## src/rtl/class_hvec_pkg.sv

```systemverilog
// -----------------------------------------------------------------------------
// class_hvec_pkg
// Shared constants, types and helpers for the class-hypervector sequencer.
//   - Geometry of the class ROM (frame width, class count, frames per class)
//     and the address widths derived from it.
//   - FSM state encoding and the (class, frame) beat tag.
//   - Helpers for walking the sweep order and flagging the last beats.
// -----------------------------------------------------------------------------
package class_hvec_pkg;

  localparam int DI_PARALLEL_W_BITS = 64;
  localparam int NUM_CLASSES        = 8;
  localparam int NUM_FRAMES         = 3;
  localparam int CLASS_ID_W         = $clog2(NUM_CLASSES);
  localparam int FRAME_IDX_W        = $clog2(NUM_FRAMES);
  // One extra bit so the class count can hold NUM_CLASSES itself.
  localparam int CLASS_CNT_W        = CLASS_ID_W + 1;

  localparam logic [FRAME_IDX_W-1:0] LAST_FRAME_IDX = FRAME_IDX_W'(NUM_FRAMES - 1);
  localparam logic [CLASS_CNT_W-1:0] MAX_CLASS_CNT  = CLASS_CNT_W'(NUM_CLASSES);

  typedef enum logic [1:0] {
    IDLE   = 2'd0,
    STREAM = 2'd1,
    DONE   = 2'd2
  } class_seq_state_t;

  typedef struct packed {
    logic [CLASS_ID_W-1:0]  class_id;
    logic [FRAME_IDX_W-1:0] frame_index;
  } class_beat_tag_t;

  // Successor in sweep order: frame index first, then class.
  function automatic class_beat_tag_t next_beat_tag(input class_beat_tag_t tag);
    class_beat_tag_t nxt;
    if (tag.frame_index == LAST_FRAME_IDX) begin
      nxt.class_id    = tag.class_id + CLASS_ID_W'(1);
      nxt.frame_index = '0;
    end else begin
      nxt.class_id    = tag.class_id;
      nxt.frame_index = tag.frame_index + FRAME_IDX_W'(1);
    end
    return nxt;
  endfunction

  function automatic logic is_last_frame(input class_beat_tag_t tag);
    return (tag.frame_index == LAST_FRAME_IDX);
  endfunction

  // Final beat of a sweep of n classes.
  function automatic logic is_last_class_beat(input class_beat_tag_t tag,
                                              input logic [CLASS_CNT_W-1:0] n);
    return (tag.frame_index == LAST_FRAME_IDX) &&
           ({1'b0, tag.class_id} == (n - CLASS_CNT_W'(1)));
  endfunction

  // Zero or out-of-range class counts fall back to a full sweep.
  function automatic logic [CLASS_CNT_W-1:0] legal_class_cnt(input logic [CLASS_CNT_W-1:0] cfg);
    logic [CLASS_CNT_W-1:0] n;
    if ((cfg == CLASS_CNT_W'(0)) || (cfg > MAX_CLASS_CNT)) begin
      n = MAX_CLASS_CNT;
    end else begin
      n = cfg;
    end
    return n;
  endfunction

endpackage

```

## src/rtl/class_hvec_seq.sv

```systemverilog
// -----------------------------------------------------------------------------
// class_hvec_seq
// Walks the external class-hypervector ROM (class_hvec_gen) class by class,
// frame by frame, and streams every word over valid/ready with class/frame tags.
//
// Ports:
//   clk_i, rst_i            clock, synchronous active-high reset
//   start_i                 begin a sweep (ignored while busy)
//   num_classes_cfg_i       classes to sweep, latched on accepted start
//   abort_i                 end the sweep early without a done pulse
//   busy_o, done_o          sweep in progress / one-cycle completion pulse
//   rom_frame_id_o/index_o  ROM address of the next beat to be loaded
//   rom_data_i              ROM word at that address
//   m_valid_o, m_ready_i    output handshake
//   m_data_o                registered frame data
//   m_class_id_o, m_frame_index_o, m_last_frame_o, m_last_class_o  beat tags
// -----------------------------------------------------------------------------
module class_hvec_seq
  import class_hvec_pkg::*;
(
  input  logic                          clk_i,
  input  logic                          rst_i,
  input  logic                          start_i,
  input  logic [CLASS_CNT_W-1:0]        num_classes_cfg_i,
  input  logic                          abort_i,
  output logic                          busy_o,
  output logic                          done_o,
  output logic [CLASS_ID_W-1:0]         rom_frame_id_o,
  output logic [FRAME_IDX_W-1:0]        rom_frame_index_o,
  input  logic [DI_PARALLEL_W_BITS-1:0] rom_data_i,
  output logic                          m_valid_o,
  input  logic                          m_ready_i,
  output logic [DI_PARALLEL_W_BITS-1:0] m_data_o,
  output logic [CLASS_ID_W-1:0]         m_class_id_o,
  output logic [FRAME_IDX_W-1:0]        m_frame_index_o,
  output logic                          m_last_frame_o,
  output logic                          m_last_class_o
);

  class_seq_state_t              state_q, state_d;
  class_beat_tag_t               tag_q, tag_d;
  logic [CLASS_CNT_W-1:0]        n_q, n_d;
  logic [DI_PARALLEL_W_BITS-1:0] data_q, data_d;
  logic                          valid_q, valid_d;
  logic                          busy_q, busy_d;
  logic                          done_q, done_d;
  logic                          last_frame_q, last_frame_d;
  logic                          last_class_q, last_class_d;

  class_beat_tag_t               rom_ptr_s;
  logic [CLASS_CNT_W-1:0]        n_cfg_s;
  logic                          handshake_s;

  assign n_cfg_s     = legal_class_cnt(num_classes_cfg_i);
  assign handshake_s = valid_q & m_ready_i;

  // ROM pointer: first beat while idle, otherwise the beat after the current one.
  always_comb begin
    rom_ptr_s = '0;
    if (state_q == STREAM) begin
      rom_ptr_s = next_beat_tag(tag_q);
    end else begin
      rom_ptr_s = '0;
    end
  end

  // Next-state and output-register logic for the sweep FSM.
  always_comb begin
    state_d      = state_q;
    tag_d        = tag_q;
    n_d          = n_q;
    data_d       = data_q;
    valid_d      = valid_q;
    last_frame_d = last_frame_q;
    last_class_d = last_class_q;

    case (state_q)
      IDLE: begin
        // start beats abort here; abort alone is ignored in IDLE.
        if (start_i) begin
          state_d      = STREAM;
          n_d          = n_cfg_s;
          tag_d        = rom_ptr_s;
          data_d       = rom_data_i;
          valid_d      = 1'b1;
          last_frame_d = is_last_frame(rom_ptr_s);
          last_class_d = is_last_class_beat(rom_ptr_s, n_cfg_s);
        end else begin
          state_d = IDLE;
        end
      end
      STREAM: begin
        // A beat handshaken together with abort still counts, but the sweep ends.
        if (abort_i) begin
          state_d = IDLE;
          valid_d = 1'b0;
        end else if (handshake_s) begin
          if (last_class_q) begin
            state_d = DONE;
            valid_d = 1'b0;
          end else begin
            tag_d        = rom_ptr_s;
            data_d       = rom_data_i;
            last_frame_d = is_last_frame(rom_ptr_s);
            last_class_d = is_last_class_beat(rom_ptr_s, n_q);
          end
        end else begin
          state_d = STREAM;
        end
      end
      DONE: begin
        state_d = IDLE;
      end
      default: begin
        state_d = IDLE;
        valid_d = 1'b0;
      end
    endcase

    busy_d = (state_d != IDLE);
    done_d = (state_d == DONE);
  end

  // State and output registers.
  always_ff @(posedge clk_i) begin
    if (rst_i) begin
      state_q      <= IDLE;
      tag_q        <= '0;
      n_q          <= '0;
      data_q       <= '0;
      valid_q      <= 1'b0;
      busy_q       <= 1'b0;
      done_q       <= 1'b0;
      last_frame_q <= 1'b0;
      last_class_q <= 1'b0;
    end else begin
      state_q      <= state_d;
      tag_q        <= tag_d;
      n_q          <= n_d;
      data_q       <= data_d;
      valid_q      <= valid_d;
      busy_q       <= busy_d;
      done_q       <= done_d;
      last_frame_q <= last_frame_d;
      last_class_q <= last_class_d;
    end
  end

  assign rom_frame_id_o    = rom_ptr_s.class_id;
  assign rom_frame_index_o = rom_ptr_s.frame_index;
  assign busy_o            = busy_q;
  assign done_o            = done_q;
  assign m_valid_o         = valid_q;
  assign m_data_o          = data_q;
  assign m_class_id_o      = tag_q.class_id;
  assign m_frame_index_o   = tag_q.frame_index;
  assign m_last_frame_o    = last_frame_q;
  assign m_last_class_o    = last_class_q;

endmodule

```

## config.mk

```make
export PLATFORM = sky130hd
export DESIGN_NAME = class_hvec_seq
export DESIGN_NICKNAME = d
export VERILOG_FILES = /design/src/rtl/class_hvec_pkg.sv /design/src/rtl/class_hvec_seq.sv
export SDC_FILE = /design/constraint.sdc
export NUM_CORES = 1
export LEC_CHECK = 0
export BUFFER_PORTS_ARGS = -buffer_cell sky130_fd_sc_hd__buf_2
export CORE_ASPECT_RATIO = 1.75
export CORE_MARGIN = 4
export CORE_UTILIZATION = 43
export CTS_CLUSTER_DIAMETER = 120
export DETAILED_ROUTE_END_ITERATION = 6
export PLACE_DENSITY = 0.84
export REMOVE_ABC_BUFFERS = 1
export SLEW_MARGIN = 0
export SYNTH_ARGS = -nofsm -noshare
export SYNTH_HDL_FRONTEND = slang
export SYNTH_SLANG_ARGS = --single-unit
```

## constraint.sdc

```tcl
create_clock -name clk_i -period 3 [get_ports clk_i]
set_clock_uncertainty 0.2 [all_clocks]
set_input_delay 0.6 -clock clk_i [delete_from_list [all_inputs] [get_ports clk_i]]
set_output_delay 0.6 -clock clk_i [all_outputs]
set_load 0.05 [all_outputs]
```

==> out/qor.yml, run 1 <==
seq_area_um2: 1600
holdCritPathClass: "flop to flop"
cp_data_arrival_time_ps: 1650
slowest_stage: "dfxtp_1"
ys_ff_latch: 80
fin_crit_sh: 0.816
place_congestion: 0.751
vdd_drop_max_uv: 410
leakage_nw: 1.95
h-tree-depth: 3
final_cell_mix: "151 x buf_2, 135 x nand2_1, 80 x dfxtp_1"
maxSlewHeadroom: 0.637
place_area_um2: 3870
path_clk_slew_ps: 60
critPathMaxFanout: 6
setup_viol: 0
p_int_mw: 2.06
drc: 0
cts_made_buffers: 9
synth-warning-count: 0
start_kind: "flop"
hold_violations: 0
ioPinCount: 152
syn_area_um2: 3060
holdBufCountCts: 0
syn_inst: 374
ys_seq_area_frac: 0.524
switching_share: 0.278
grt_pass1_wl_mm: 13.2
drt_iter0_drc: 199
place_ws_ps: 708
cts_resized: 0
switchingPower_mw: 0.793
cts_root_buf: "clkbuf_16"
clkPwrFrac: 0.421
critPathKind: "flop to output port"
cts_tree: "yes"
grt_usage: 0.193
gr-total-overflow: 0
design.die.area_um2: 8570
worstMarginPinSlew_ps: 545
final_cells: 606
nets: 592
worstPathCellList: "or3b_1 -> mux2i_4 -> buf_2"
fp.dieW_um: 71.7
avgSynthCellArea_um2: 8.17
max_freq_ghz: 0.408
final_common_cell: "buf_2"
seqPwrFrac: 0.405
diodes: 0
dp_cells: 590
hpwl_mm: 6.11
cts_setup_buffers: 0
end_kind: "output port"
core_um2: 6910
power_density_nw_per_um2: 678
grt_start_max_net_pins: 49
wl_per_cell_um: 13.5
maxCapViolations: 0
rows: 40
cts_buffer_depth: 2
nFillCells: 615
vias: 2999
drive_above_1_share: 0.375
max_stage_delay_ps: 430
multi_input_comb_area_um2: 1330
setup_ws_ps: 551
grt_pass1_vias: 2971
via_per_inst: 4.95
cts.sinks: 80
antenna_found_initial: 0
stdcell_area_um2: 4200
status: "finished, final reports clean"
die_h_um: 120
syn2layout_area_growth_pct: 37.6
rsz0062_at_grt: "no"
crit_required_ps: 2200
utilization: 0.609
pwr-share-comb: 0.174
clk_latency_ps: 330
wl_mm: 8.17
ys_types: 34
initial_core_util: 0.442
ant_nets: 0
setup_tns_ps: 0
drv_slew: 0
drtPass1Iterations: 4
fin_crit_ps: 2450
io_buffers: 151
[routing by layer]
metal  vias up  routed length [um]  GRT usage
li1       1503                   -          -
met1      1374                3020      0.202
met2        90                4390      0.340
met3        32                 421     0.0469
met4         0                 332      0.115
met5         -                   0          0
[path summary, 6_finish.rpt]
kind	slack (ps)	depth (start not counted)	start	end
setup / recovery	550	3	state_q[0]	rom_frame_id_o[2]
hold / removal	250	2	m_data_o[21]	m_data_o[21]
setup reg to reg	990	6	state_q[0]	m_data_o[38]
hold reg to reg	250	2	m_data_o[21]	m_data_o[21]
[cell usage after synthesis, drive strengths merged]
cell / n / area (um2)
dfxtp: 80 / 1600
a211oi: 2 / 15.0
xor2: 1 / 8.76
buf: 10 / 65.1
a311o: 1 / 10.0
nor3: 2 / 10.0
a31oi: 1 / 6.26
inv: 3 / 11.3
o22ai: 1 / 6.26
nor3b: 1 / 7.51
ha: 2 / 25.0
nand2b: 6 / 40.0
or3: 3 / 18.8
mux2i: 2 / 32.5
xnor2: 4 / 35.0
and2: 3 / 18.8
nand3b: 3 / 22.5
o31ai: 2 / 20.0
nor2: 6 / 22.5
a21oi: 75 / 413
and2b: 1 / 7.51
or3b: 1 / 8.76
nand2: 146 / 573
a31o: 1 / 8.76
o21ai: 1 / 5.00
clkbuf: 15 / 56.3
nor4: 1 / 6.26
[cell type report]
cell class | count | area share
Sequential cell | 80 | 0.381
Tap cell | 84 | 0.0250
Timing Repair Buffer | 157 | 0.196
Inverter | 3 | 0.00268
Multi-Input combinational cell | 266 | 0.315
Clock buffer | 14 | 0.0652
Clock inverter | 2 | 0.0143
[metrics by stage]
stage | hold WS (ps) | total power [mW]
5_1_grt | 268 | 2.96
3_5_place_dp | 245 | 1.68
2_1_floorplan | 243 | 1.50
4_1_cts | 252 | 2.88
6_report | 251 | 2.85
3_3_place_gp | 239 | 1.67
[registers in the layout, indices dropped and copies added (netlist names)]
signal / cells
busy_o: 1
done_o: 1
m_class_id_o: 3
m_data_o: 64
m_frame_index_o: 2
m_last_class_o: 1
m_last_frame_o: 1
m_valid_o: 1
n_q: 4
state_q: 2
[worst max-delay path, delay by kind of cell, from the launching register on]
kind	cells	cell delay, ps
buffers and inverters	1	290
multiplexers	1	190
flip-flops	1	430
AND/OR/NAND/NOR	1	410
[cells by family after synthesis]
kind of cell,Yosys count,synth area share
DFF,80,0.524
muxes,2,0.0106
adders and majority gates,2,0.00819
buffers and inverters,28,0.0434
and+or+nand+nor,173,0.241
AOI/OAI and AO/OA,84,0.158
xor gates and xnor gates,5,0.0143
[power groups by stage]
stage | clock network, mW | logic [mW] | registers [mW]
after global routing | 1.26 | 0.532 | 1.16
after CTS | 1.22 | 0.499 | 1.16
after global placement | 0 | 0.490 | 1.18
after detailed placement | 0 | 0.498 | 1.18
final | 1.20 | 0.496 | 1.16
after floorplan | 0 | 0.132 | 1.37
(Power assumes the default switching activity.)
==> run 2, diff against run 1 <==
- clock period: 3 -> 2.5 ns (I/O delays scaled with it)
==> out/qor.yml, run 2 (synthesis gave the netlist of run 1 again) <==
initial_core_util: 0.442  # unchanged
path_clk_slew_ps: 60  # about the same
hold_violations: 0  # unchanged
diodes: 0  # unchanged
critPathKind: "flop to output port"
hold_depth: 3  # +1
vdd_drop_max_uv: 440  # +7.5%
antenna_found_initial: 0  # unchanged
core_um2: 6910  # unchanged
drv_slew: 0  # unchanged
io_buffers: 151  # unchanged
drc: 0  # unchanged
largest_reg_flops: 64  # unchanged
maxSlewHeadroom: 0.667  # +0.0303
hpwl_mm: 6.19  # +1.3%
pwr-share-comb: 0.182  # +0.008
wl_per_cell_um: 13.8  # +2.5%
grt_pass1_vias: 3059  # +3.0%
start_kind: "flop"
switchingPower_mw: 0.947  # +19%
holdBufCountCts: 0  # unchanged
drt_iter0_drc: 195  # -2.0%
cts_root_buf: "clkbuf_16"
syn2layout_area_growth_pct: 36.3
final_common_cell: "buf_2"
fin_crit_sh: 0.951
clkPwrFrac: 0.392  # -0.029
max_freq_ghz: 0.421
critPathMaxFanout: 6  # unchanged
crit_path_start: "state_q[0]"
cts_tree: "yes"
cts_buffer_depth: 2  # unchanged
status: "finished, final reports clean"
p_int_mw: 2.32  # +12%
die_h_um: 120  # unchanged
min_to: "m_data_o[32]"
grt_usage: 0.197  # +0.00343
cp_data_arrival_time_ps: 1680  # +30 ps
maxCapViolations: 0  # unchanged
crit_required_ps: 1800  # -400 ps
ioPinCount: 152  # unchanged
grt_use_met3: 0.0553  # +0.00838
rows: 40  # unchanged
wl_mm: 8.36  # +2.4%
use_met1: 0.189  # -0.0133
fin_crit_ps: 2380
setup_tns_ps: 0  # unchanged
grt_start_max_net_pins: 79  # +61%
cts.sinks: 80  # unchanged
reg2reg_depth: 6  # unchanged
design.die.area_um2: 8570  # unchanged
setup_viol: 0  # unchanged
nFillCells: 608  # -1.1%
cts_setup_buffers: 0  # unchanged
gr-total-overflow: 0  # unchanged
via_per_inst: 5.02  # +1.5%
ff2ff_setup_slack_ps: 650  # -340 ps
rsz0062_at_grt: "no"
clk_latency_ps: 330  # about the same
nets: 591  # -0.17%
utilization: 0.603  # -0.00543
cts_resized: 0  # unchanged
place_congestion: 0.785  # +4.5%
grt_pass1_wl_mm: 13.4  # +1.7%
dp_cells: 589  # -0.17%
vias: 3040  # +1.4%
cts_made_buffers: 9  # unchanged
min_from: "rom_data_i[32]"
seqPwrFrac: 0.425  # +0.020
final_cell_mix: "151 x buf_2, 135 x nand2_1, 80 x dfxtp_1"
worstMarginPinSlew_ps: 495  # -50.0 ps
ant_nets: 0  # unchanged
leakage_nw: 1.94  # -0.66%
drive_above_1_share: 0.378  # +0.00264
met2_usage: 0.358  # +0.0179
r2r-end: "m_data_o[3]"
fp.dieW_um: 71.7  # unchanged
r2r-start: "state_q[0]"
switching_share: 0.290  # +0.0121
drtPass1Iterations: 4  # unchanged
final_cells: 605  # -0.17%
grt_most_used_layer: "met2"
end_kind: "output port"
h-tree-depth: 3  # unchanged
power_density_nw_per_um2: 783  # +15%
holdCritPathClass: "input port to flop"
run 2: worst max path at each step:
stage,to,cells after the start
final,rom_frame_id_o[2],3
after CTS,rom_frame_id_o[2],3
after global routing,rom_frame_id_o[1],4
after floorplan,m_frame_index_o[1],5
after global placement,rom_frame_id_o[2],3
after detailed placement,m_data_o[29],7
run 2: cell type report:
| cell class | count | area, um2 | area share |
|---|---|---|---|
| timing repair buffer | 156 | 818 | 0.196 |
| clock inverter | 2 | 10.0 | 0.00240 |
| clock buffer | 14 | 294 | 0.0706 |
| sequential | 80 | 1600 | 0.385 |
| inverter | 3 | 11.3 | 0.00270 |
| tap | 84 | 105 | 0.0252 |
| multi-input combinational | 266 | 1330 | 0.318 |
run 2: metal layers:
layer | vias up | share of wire | routed length [um]
met2 | 94 | 0.56 | 4650
met3 | 33 | 0.058 | 485
met5 | - | 0 | 0
met4 | 0 | 0.041 | 341
met1 | 1413 | 0.34 | 2880
li1 | 1500 | - | -
run 2: metrics by stage:
| stage | power (mW) | instance area, um2 | setup WS [ps] | hold WS [ps] |
|---|---|---|---|---|
| after global placement | 2.00 | 3860 | 513 | 240 |
| after floorplan | 1.81 | 2930 | -520 | 243 |
| after CTS | 3.30 | 4170 | 113 | 191 |
| final | 3.26 | 4170 | 123 | 205 |
| after global routing | 3.40 | 4170 | 57.5 | 201 |
| after detailed placement | 2.01 | 3860 | 416 | 245 |
run 2: power by group through the flow:
stage               logic (mW)  registers, mW  clock network (mW)
CTS                      0.597           1.39                1.31
finish                   0.594           1.39                1.28
global placement         0.585           1.41                   0
floorplan                0.159           1.65                   0
global route             0.635           1.40                1.36
detailed placement       0.596           1.42                   0
run 2: worst max-delay path: stages, from the launching register on:
cell and delay [ps]:
dfxtp_1 440, or3b_1 410, mux2i_4 200, buf_2 300
